[src/rtl/alu_seq_if.sv]
// Handshake and operand/result bundle between the issue stage, alu_seq and the consumer.
interface alu_seq_if #(
   parameter int WIDTH = 4
);
   logic                 in_valid;
   logic                 in_ready;
   logic [2:0]           op;
   logic [WIDTH-1:0]     a;
   logic [WIDTH-1:0]     b;
   logic                 out_valid;
   logic                 out_ready;
   logic [2*WIDTH-1:0]   result;
   logic                 carry;
   logic                 agb;
   logic                 aeb;
   logic                 alb;
   logic                 err;

   // ALU side: takes operands, produces results.
   modport slave (
      input  in_valid, op, a, b, out_ready,
      output in_ready, out_valid, result, carry, agb, aeb, alb, err
   );

   // Issue/consumer side: drives operands, takes results.
   modport master (
      output in_valid, op, a, b, out_ready,
      input  in_ready, out_valid, result, carry, agb, aeb, alb, err
   );
endinterface

[src/rtl/alu_seq.sv]
// Registered WIDTH-bit unsigned ALU with single-cycle logic/arith ops and a
// WIDTH-edge shift-add multiplier producing a 2*WIDTH-bit product.
//
// Handshake: a transfer happens on a rising edge where valid && ready are both 1.
// Input side: op/a/b are taken when in_valid && in_ready; in_ready is only high in
// IDLE with the output register free or draining. Output side: result and flags
// stay frozen while out_valid && !out_ready; out_valid drops after a taken result
// unless a new single-cycle op refills the register on the same edge.
module alu_seq #(
   parameter int WIDTH = 4
) (
   input  logic        clk,
   input  logic        rst_n,
   alu_seq_if.slave    bus,
   output logic        state_dbg
);

   localparam int CW = $clog2(WIDTH + 1);

   typedef enum logic {IDLE = 1'b0, BUSY = 1'b1} state_t;

   state_t               state;
   state_t               state_nxt;
   logic [CW-1:0]        cnt;
   logic [2*WIDTH-1:0]   mcand;
   logic [2*WIDTH-1:0]   acc;
   logic [WIDTH-1:0]     mplier;
   logic [WIDTH:0]       sum;
   logic [WIDTH:0]       diff;
   logic [2*WIDTH-1:0]   mul_step;
   logic [2*WIDTH-1:0]   op_res;
   logic                 op_carry;
   logic                 op_err;
   logic                 accept;
   logic                 is_mul;
   logic                 last_iter;

   assign sum       = {1'b0, bus.a} + {1'b0, bus.b};
   // Top bit of the widened difference is the borrow (a < b).
   assign diff      = {1'b0, bus.a} - {1'b0, bus.b};
   assign accept    = bus.in_valid && bus.in_ready;
   assign is_mul    = (bus.op == 3'b110);
   assign last_iter = (state == BUSY) && (cnt == CW'(WIDTH - 1));
   // Partial product for the current multiplier bit added into the accumulator.
   assign mul_step  = acc + (mplier[0] ? mcand : '0);

   // State register.
   always_ff @(posedge clk or negedge rst_n) begin
      if (!rst_n) state <= IDLE;
      else        state <= state_nxt;
   end

   // Next-state: only MUL leaves IDLE, BUSY always returns after WIDTH edges.
   always_comb begin
      state_nxt = state;
      case (state)
         IDLE: if (accept && is_mul) state_nxt = BUSY;
         BUSY: if (last_iter)        state_nxt = IDLE;
         default:                    state_nxt = IDLE;
      endcase
   end

   // FSM outputs: combinational accept window and state visibility.
   always_comb begin
      bus.in_ready = (state == IDLE) && (!bus.out_valid || bus.out_ready) && rst_n;
      state_dbg    = state;
   end

   // Single-cycle op results, computed straight from the presented operands.
   always_comb begin
      op_res   = '0;
      op_carry = 1'b0;
      op_err   = 1'b0;
      case (bus.op)
         3'b000: begin
            op_res   = {{WIDTH{1'b0}}, sum[WIDTH-1:0]};
            op_carry = sum[WIDTH];
         end
         3'b001: begin
            op_res   = {{WIDTH{1'b0}}, diff[WIDTH-1:0]};
            op_carry = diff[WIDTH];
         end
         3'b011:  op_res = {{WIDTH{1'b0}}, bus.a & bus.b};
         3'b100:  op_res = {{WIDTH{1'b0}}, bus.a | bus.b};
         3'b101:  op_res = {{WIDTH{1'b0}}, bus.a ^ bus.b};
         3'b111:  op_err = 1'b1;
         default: op_res = '0;
      endcase
   end

   // Result/flag registers and the shift-add multiplier datapath.
   always_ff @(posedge clk or negedge rst_n) begin
      if (!rst_n) begin
         bus.out_valid <= 1'b0;
         bus.result    <= '0;
         bus.carry     <= 1'b0;
         bus.agb       <= 1'b0;
         bus.aeb       <= 1'b0;
         bus.alb       <= 1'b0;
         bus.err       <= 1'b0;
         cnt           <= '0;
         acc           <= '0;
         mcand         <= '0;
         mplier        <= '0;
      end else if (accept) begin
         bus.agb <= (bus.a > bus.b);
         bus.aeb <= (bus.a == bus.b);
         bus.alb <= (bus.a < bus.b);
         if (is_mul) begin
            bus.out_valid <= 1'b0;
            bus.carry     <= 1'b0;
            bus.err       <= 1'b0;
            cnt           <= '0;
            acc           <= '0;
            mcand         <= {{WIDTH{1'b0}}, bus.a};
            mplier        <= bus.b;
         end else begin
            bus.out_valid <= 1'b1;
            bus.result    <= op_res;
            bus.carry     <= op_carry;
            bus.err       <= op_err;
         end
      end else if (state == BUSY) begin
         if (last_iter) begin
            bus.result    <= mul_step;
            bus.out_valid <= 1'b1;
            cnt           <= '0;
         end else begin
            acc    <= mul_step;
            mcand  <= mcand << 1;
            mplier <= mplier >> 1;
            cnt    <= cnt + CW'(1);
         end
      end else if (bus.out_ready) begin
         bus.out_valid <= 1'b0;
      end
   end

endmodule
[src/flat_wrapper.sv]
// flat-port wrapper written by rule: the top's interface ports become plain ports
module alu_seq_flat 
#(
   parameter int WIDTH = 4
)
  (clk, rst_n, state_dbg, bus_in_valid, bus_op, bus_a, bus_b, bus_out_ready, bus_in_ready, bus_out_valid, bus_result, bus_carry, bus_agb, bus_aeb, bus_alb, bus_err);
  alu_seq_if #(.WIDTH(WIDTH)) bus_i ();
  input  logic clk;
  input  logic rst_n;
  output logic state_dbg;
  input wire logic [$bits(bus_i.in_valid)-1:0] bus_in_valid;
  input wire logic [$bits(bus_i.op)-1:0] bus_op;
  input wire logic [$bits(bus_i.a)-1:0] bus_a;
  input wire logic [$bits(bus_i.b)-1:0] bus_b;
  input wire logic [$bits(bus_i.out_ready)-1:0] bus_out_ready;
  output wire logic [$bits(bus_i.in_ready)-1:0] bus_in_ready;
  output wire logic [$bits(bus_i.out_valid)-1:0] bus_out_valid;
  output wire logic [$bits(bus_i.result)-1:0] bus_result;
  output wire logic [$bits(bus_i.carry)-1:0] bus_carry;
  output wire logic [$bits(bus_i.agb)-1:0] bus_agb;
  output wire logic [$bits(bus_i.aeb)-1:0] bus_aeb;
  output wire logic [$bits(bus_i.alb)-1:0] bus_alb;
  output wire logic [$bits(bus_i.err)-1:0] bus_err;
  assign bus_i.in_valid = bus_in_valid;
  assign bus_i.op = bus_op;
  assign bus_i.a = bus_a;
  assign bus_i.b = bus_b;
  assign bus_i.out_ready = bus_out_ready;
  assign bus_in_ready = bus_i.in_ready;
  assign bus_out_valid = bus_i.out_valid;
  assign bus_result = bus_i.result;
  assign bus_carry = bus_i.carry;
  assign bus_agb = bus_i.agb;
  assign bus_aeb = bus_i.aeb;
  assign bus_alb = bus_i.alb;
  assign bus_err = bus_i.err;
  alu_seq #(.WIDTH(WIDTH)) u_core (.clk(clk), .rst_n(rst_n), .bus(bus_i), .state_dbg(state_dbg));
endmodule
[config.mk]
export PLATFORM = sky130hd
export DESIGN_NAME = alu_seq_flat
export DESIGN_NICKNAME = d
export VERILOG_FILES = /design/src/rtl/alu_seq_if.sv /design/src/rtl/alu_seq.sv /design/src/flat_wrapper.sv
export SDC_FILE = /design/constraint.sdc
export NUM_CORES = 1
export LEC_CHECK = 0
export ABC_AREA = 1
export BUFFER_PORTS_ARGS = -buffer_cell sky130_fd_sc_hd__buf_4
export CAP_MARGIN = 30
export CORE_ASPECT_RATIO = 1.25
export CORE_MARGIN = 1.5
export CORE_UTILIZATION = 43
export DETAILED_ROUTE_END_ITERATION = 12
export GPL_ROUTABILITY_DRIVEN = 0
export SETUP_SLACK_MARGIN = 0.1
export SYNTH_ARGS = -nofsm -noshare
export SYNTH_HDL_FRONTEND = slang
export SYNTH_SLANG_ARGS = --single-unit
[constraint.sdc]
create_clock -name clk -period 2.8 [get_ports clk]
set_input_delay 0 -clock clk [delete_from_list [all_inputs] [get_ports clk]]
set_output_delay 0 -clock clk [all_outputs]
set_load 0.02 [all_outputs]
Word level (Yosys, flattened, before mapping). Index checks and enable logic that the tools add are counted.

Bits in registers: 38. Input port bits: 15. Output and inout port bits: 16. Logic and storage cells: 83.

$add $sub $neg: 4. Order comparisons: 2. Eq/ne operators: 12. Multiplexer cells: 34. Bitwise logic cells: 4. Reduce and logical (&&, ||, !) cells: 15.

Operators with widths (number): 8-bit two-way mux (13); 4-bit case mux with 5 select lines (1); 4-bit two-way mux (4); 3-bit equality test, second input constant (4); 3-bit two-way mux (4); 1-bit two-way mux (10); 8-bit adder (1); 3-bit by 2-bit equality test with 1-bit output, second input constant (2); 3-bit AND reduction (2); 4-bit by 4-bit adder with 5-bit output (1); 1-bit logical AND (5); 4-bit by 4-bit subtractor with 5-bit output (1); 4-bit AND (1); 4-bit equality test (1); 4-bit greater-than comparator (1); 4-bit less-than comparator (1); 2-bit != test, second input constant (2); 4-bit OR (1); 1-bit case mux with 2 select lines (2); 2-bit AND reduction (2); 2-bit nonzero test (2); 4-bit XOR (1); 3-bit by 1-bit adder with 3-bit output, second input constant (1); 3-bit by 1-bit equality test with 1-bit output, second input constant (1); 7 further kinds (7).

Depth between registers and ports, before layout.
Word-level depth: 8. Gate-level depth with buffers: 11. Gate-level depth less buffers: 10.

Worst setup path after synthesis. Ideal clock, no wire load.

Path type: register to register. Start: register u_core.mplier[0]. End: register u_core.bus.result[2]. Setup time: 121 ps. Data arrival time: 1796 ps. Required time: 2679 ps. Path slack: 883 ps. Stages on the path, launching flop included: 11. Buffers on the path: 1. Period minus slack after synthesis: 1917 ps. Cell sequence: dfrtp_1 > clkbuf_1 > nand2_1 > inv_1 > ha_1 > fa_1 > or2_2 > nand3_1 > inv_1 > nor2_1 > a21oi_1.

Longest elaborated chain between the ends: 5.

RTL lines: start: declaration (line alu_seq.sv:27) `logic [WIDTH-1:0] mplier;`; start signal: assignment (line alu_seq.sv:116) `mplier <= bus.b;`; start signal: assignment (line alu_seq.sv:131) `mplier <= mplier >> 1;`; 8-bit two-way mux (line alu_seq.sv:45) `assign mul_step = acc + (mplier[0] ? mcand : '0);`; 8-bit adder (line alu_seq.sv:45); 8-bit two-way mux (line alu_seq.sv:124) `if (last_iter) begin`; 8-bit two-way mux (line alu_seq.sv:123) `end else if (state == BUSY) begin`; 8-bit two-way mux (line alu_seq.sv:105) `end else if (accept) begin`; end signal: assignment (line alu_seq.sv:119) `bus.result <= op_res;`; end signal: assignment (line alu_seq.sv:125) `bus.result <= mul_step;`; end: declaration (line alu_seq_if.sv:22) `output in_ready, out_valid, result, carry, agb, aeb, alb, err`.

Every way passes these cells. The select of a mux whose other input is x is not followed. A chain may end at the register's enable or synchronous reset.

Worst setup path in the final report. Same ends and word-level chain as after synthesis.

==> impl_metrics.env <==
export IMPL_status="complete, no violations"
export IMPL_finalCritPeriodShare=0.7069
export IMPL_hp_class="input pin to flop"
export IMPL_final_setup_skew_ns=0.005579
export IMPL_grt_pass1_wl_um=10150
export IMPL_r2r_slack_ns=0.82
export IMPL_drc=0
export IMPL_grt_pass1_vias=2141
export IMPL_cts_tree="done"
export IMPL_worst_slew_pin_slew_ns=0.5263
export IMPL_syn_inst=319
export IMPL_grtUsageTotal=0.1978
export IMPL_syn_nets=357
export IMPL_synth_flop_cell="dfrtp_1"
export IMPL_cap_violations=0
export IMPL_ys_types=45
export IMPL_firstDrtPassIters=4
export IMPL_areaGrowthSynthToFinish_pct=16.05
export IMPL_cts_max_level=2
export IMPL_insertion_delay_ns=0.29
export IMPL_vdd_drop_max_mv=0.3985
export IMPL_drive_gt1_frac=0.1932
export IMPL_routed_wirelength_um=5861
export IMPL_multi_input_area_um2=1373
export IMPL_synth_edf_count=0
export IMPL_antenna_found_initial=0
export IMPL_fill_cells=590
export IMPL_synth_seq_area_share=0.3675
export IMPL_start_util=0.4447
export IMPL_die_h_um=89.73
export IMPL_synth_area_leader_cell="dfrtp_1"
export IMPL_max_clock_freq_mhz=505.3
export IMPL_crit_required_ns=2.99
export IMPL_power_mw=3.037
export IMPL_synth_seq_cells=38
export IMPL_syn_avg_cell_area_um2=8.111
export IMPL_vias_per_cell=5.175
export IMPL_tns_ns=0
export IMPL_cts_buffer_depth=2
export IMPL_drtIter0Drc=107
export IMPL_cp_start_kind="flop"
export IMPL_cts_made_buffers=5
export IMPL_dpl_hpwl_um=4449
export IMPL_numPortBuffers=30
export IMPL_relSlewSlack=0.6446
export IMPL_fin_crit_ns=1.979
export IMPL_critPathArrivalTime_ns=2.17
export IMPL_p_leak_nw=1.574
export IMPL_async_flop_share=1.000
export IMPL_ctsResizeCount=0
export IMPL_cts_sinks=38
export IMPL_gr_total_overflow=0
export IMPL_die_width_um=72.38
export IMPL_fp_row_count=31
export IMPL_post_drt_wl_per_cell_um=14.02
export IMPL_final_nets=389
export IMPL_cp_max_fo=9
export IMPL_cp_end_kind="flop"
export IMPL_ant_nets=0
export IMPL_rsz0062_at_grt="no"
export IMPL_dieArea_um2=6495
export IMPL_slew_violations=0
export IMPL_diodes=0
export IMPL_grt_max_degree=40
export IMPL_synth_top_area_frac=0.3675
export IMPL_design_core_area_um2=5818
export IMPL_cts_root_buf="clkbuf_8"
export IMPL_yosysWarningCount=0
export IMPL_netlist_area_um2=2587
export IMPL_setup_viol=0
export IMPL_seq_area_um2=950.9
export IMPL_clkSlewWorstSetupHoldPaths_ns=0.09
export IMPL_worst_setup_path_type="flop to flop"
export IMPL_ioPinCount=31
export IMPL_num_vias=2163
export IMPL_synth_area_top_cells="dfrtp_1 37%, nand2_1 11%, ha_1 9.7%, inv_1 6.1%, nand3_1 4.1%"
export IMPL_hold_viol=0
export IMPL_powerDensity_nw_per_um2=1011
per-stage QoR:
stage                     area (um2)  setup slack (ns)  utilization  hold slack [ns]  std cells
after detailed placement        2835            0.8258       0.4873           0.1366        407
after CTS                       3003            0.8094       0.5161          0.01091        418
after global placement          2835            0.8700       0.4873           0.1375        407
after floorplan                 2587            0.8831            -          -0.2956        319
final                           3003            0.8208       0.5161          0.02132        418
after global routing            3003            0.7014       0.5161         0.009822        418
metal layers:
layer	track usage	wire length, um	vias to the layer above
li1	-	-	1114
met1	0.2473	2617	1004
met3	0.03027	142	9
met5	0	0	-
met2	0.3472	3012	36
met4	0.05660	89	0
cells in the mapped netlist, types with 4 or more instances:
cell type	n
nor3_1	4
o21ai_2	6
nand2_1	75
o21ai_0	10
nand4_1	10
a21oi_1	15
ha_1	20
inv_2	4
inv_1	42
dfrtp_1	38
nor2_1	15
nand3_1	21
buf_2	4
a31oi_1	5
flip-flops by register name (all words and copies together) (netlist names):
register and cells:
u_core.acc 8, u_core.bus.result 8, u_core.mplier 4, u_core.cnt 3
u_core.bus.alb 1, u_core.bus.aeb 1, u_core.state_dbg 1, u_core.bus.err 1
u_core.mcand 8, u_core.bus.agb 1, u_core.bus.carry 1, u_core.bus.out_valid 1
power by group:
part / switching, mW / internal (mW)
Combinational: 0.914 / 0.602
Sequential: 0.162 / 0.786
Clock: 0.217 / 0.357
path summary, 6_finish.rpt:
| kind | start | endpoint | depth (start not counted) |
|---|---|---|---|
| min in group asynchronous | rst_n | u_core.bus.result[3] | 3 |
| worst min-delay path | bus_a[1] | u_core.mcand[1] | 3 |
| worst min register to register | u_core.bus.carry | u_core.bus.carry | 1 |
| max in group asynchronous | rst_n | u_core.bus.err | 3 |
| worst max register to register | u_core.mplier[0] | u_core.bus.result[2] | 9 |
| worst max-delay path | u_core.mplier[0] | u_core.bus.result[2] | 9 |
cell families (layout without fill, tap and decap cells):
family	Yosys count	in the layout	synth area share
AOI/OAI and AO/OA	58	58	0.1465
and+or+nand+nor	140	140	0.2573
buffers and inverters	58	91	0.1020
xor gates and xnor gates	2	2	0.006771
DFF	38	38	0.3675
adders and majority gates	23	23	0.1199
layout by cell type (no fill, tap or decap), types with 10 or more instances in the layout:
master | synthesis | layout
a21oi_1 | 15 | 15
inv_1 | 42 | 42
nand4_1 | 10 | 10
buf_4 | 1 | 32
nand2_1 | 75 | 75
nor2_1 | 15 | 15
o21ai_0 | 10 | 10
ha_1 | 20 | 20
nand3_1 | 21 | 21
dfrtp_1 | 38 | 38
what timing repair did:
item	4_1_cts	5_1_grt
hold endpoints to repair	40	0
hold buffers	3	0
setup buffers	0	0
setup endpoints to repair	0	0
critical path: stages (launching register included):
cell	delay [ns]
dfrtp_1	0.46
nand2_1	0.09
inv_1	0.04
ha_1	0.21
fa_1	0.42
or2_2	0.31
nand3_1	0.11
inv_1	0.06
nor2_1	0.11
a21oi_1	0.07
final cells by class:
class	instances	area share
clock inverters	3	0.02292
flip-flops and latches	38	0.3167
clock buffers	5	0.02292
well taps	66	0.02750
multi-input cells	223	0.4571
inverters	48	0.06292
repair buffers	35	0.09000
(Power assumes the default switching activity.)
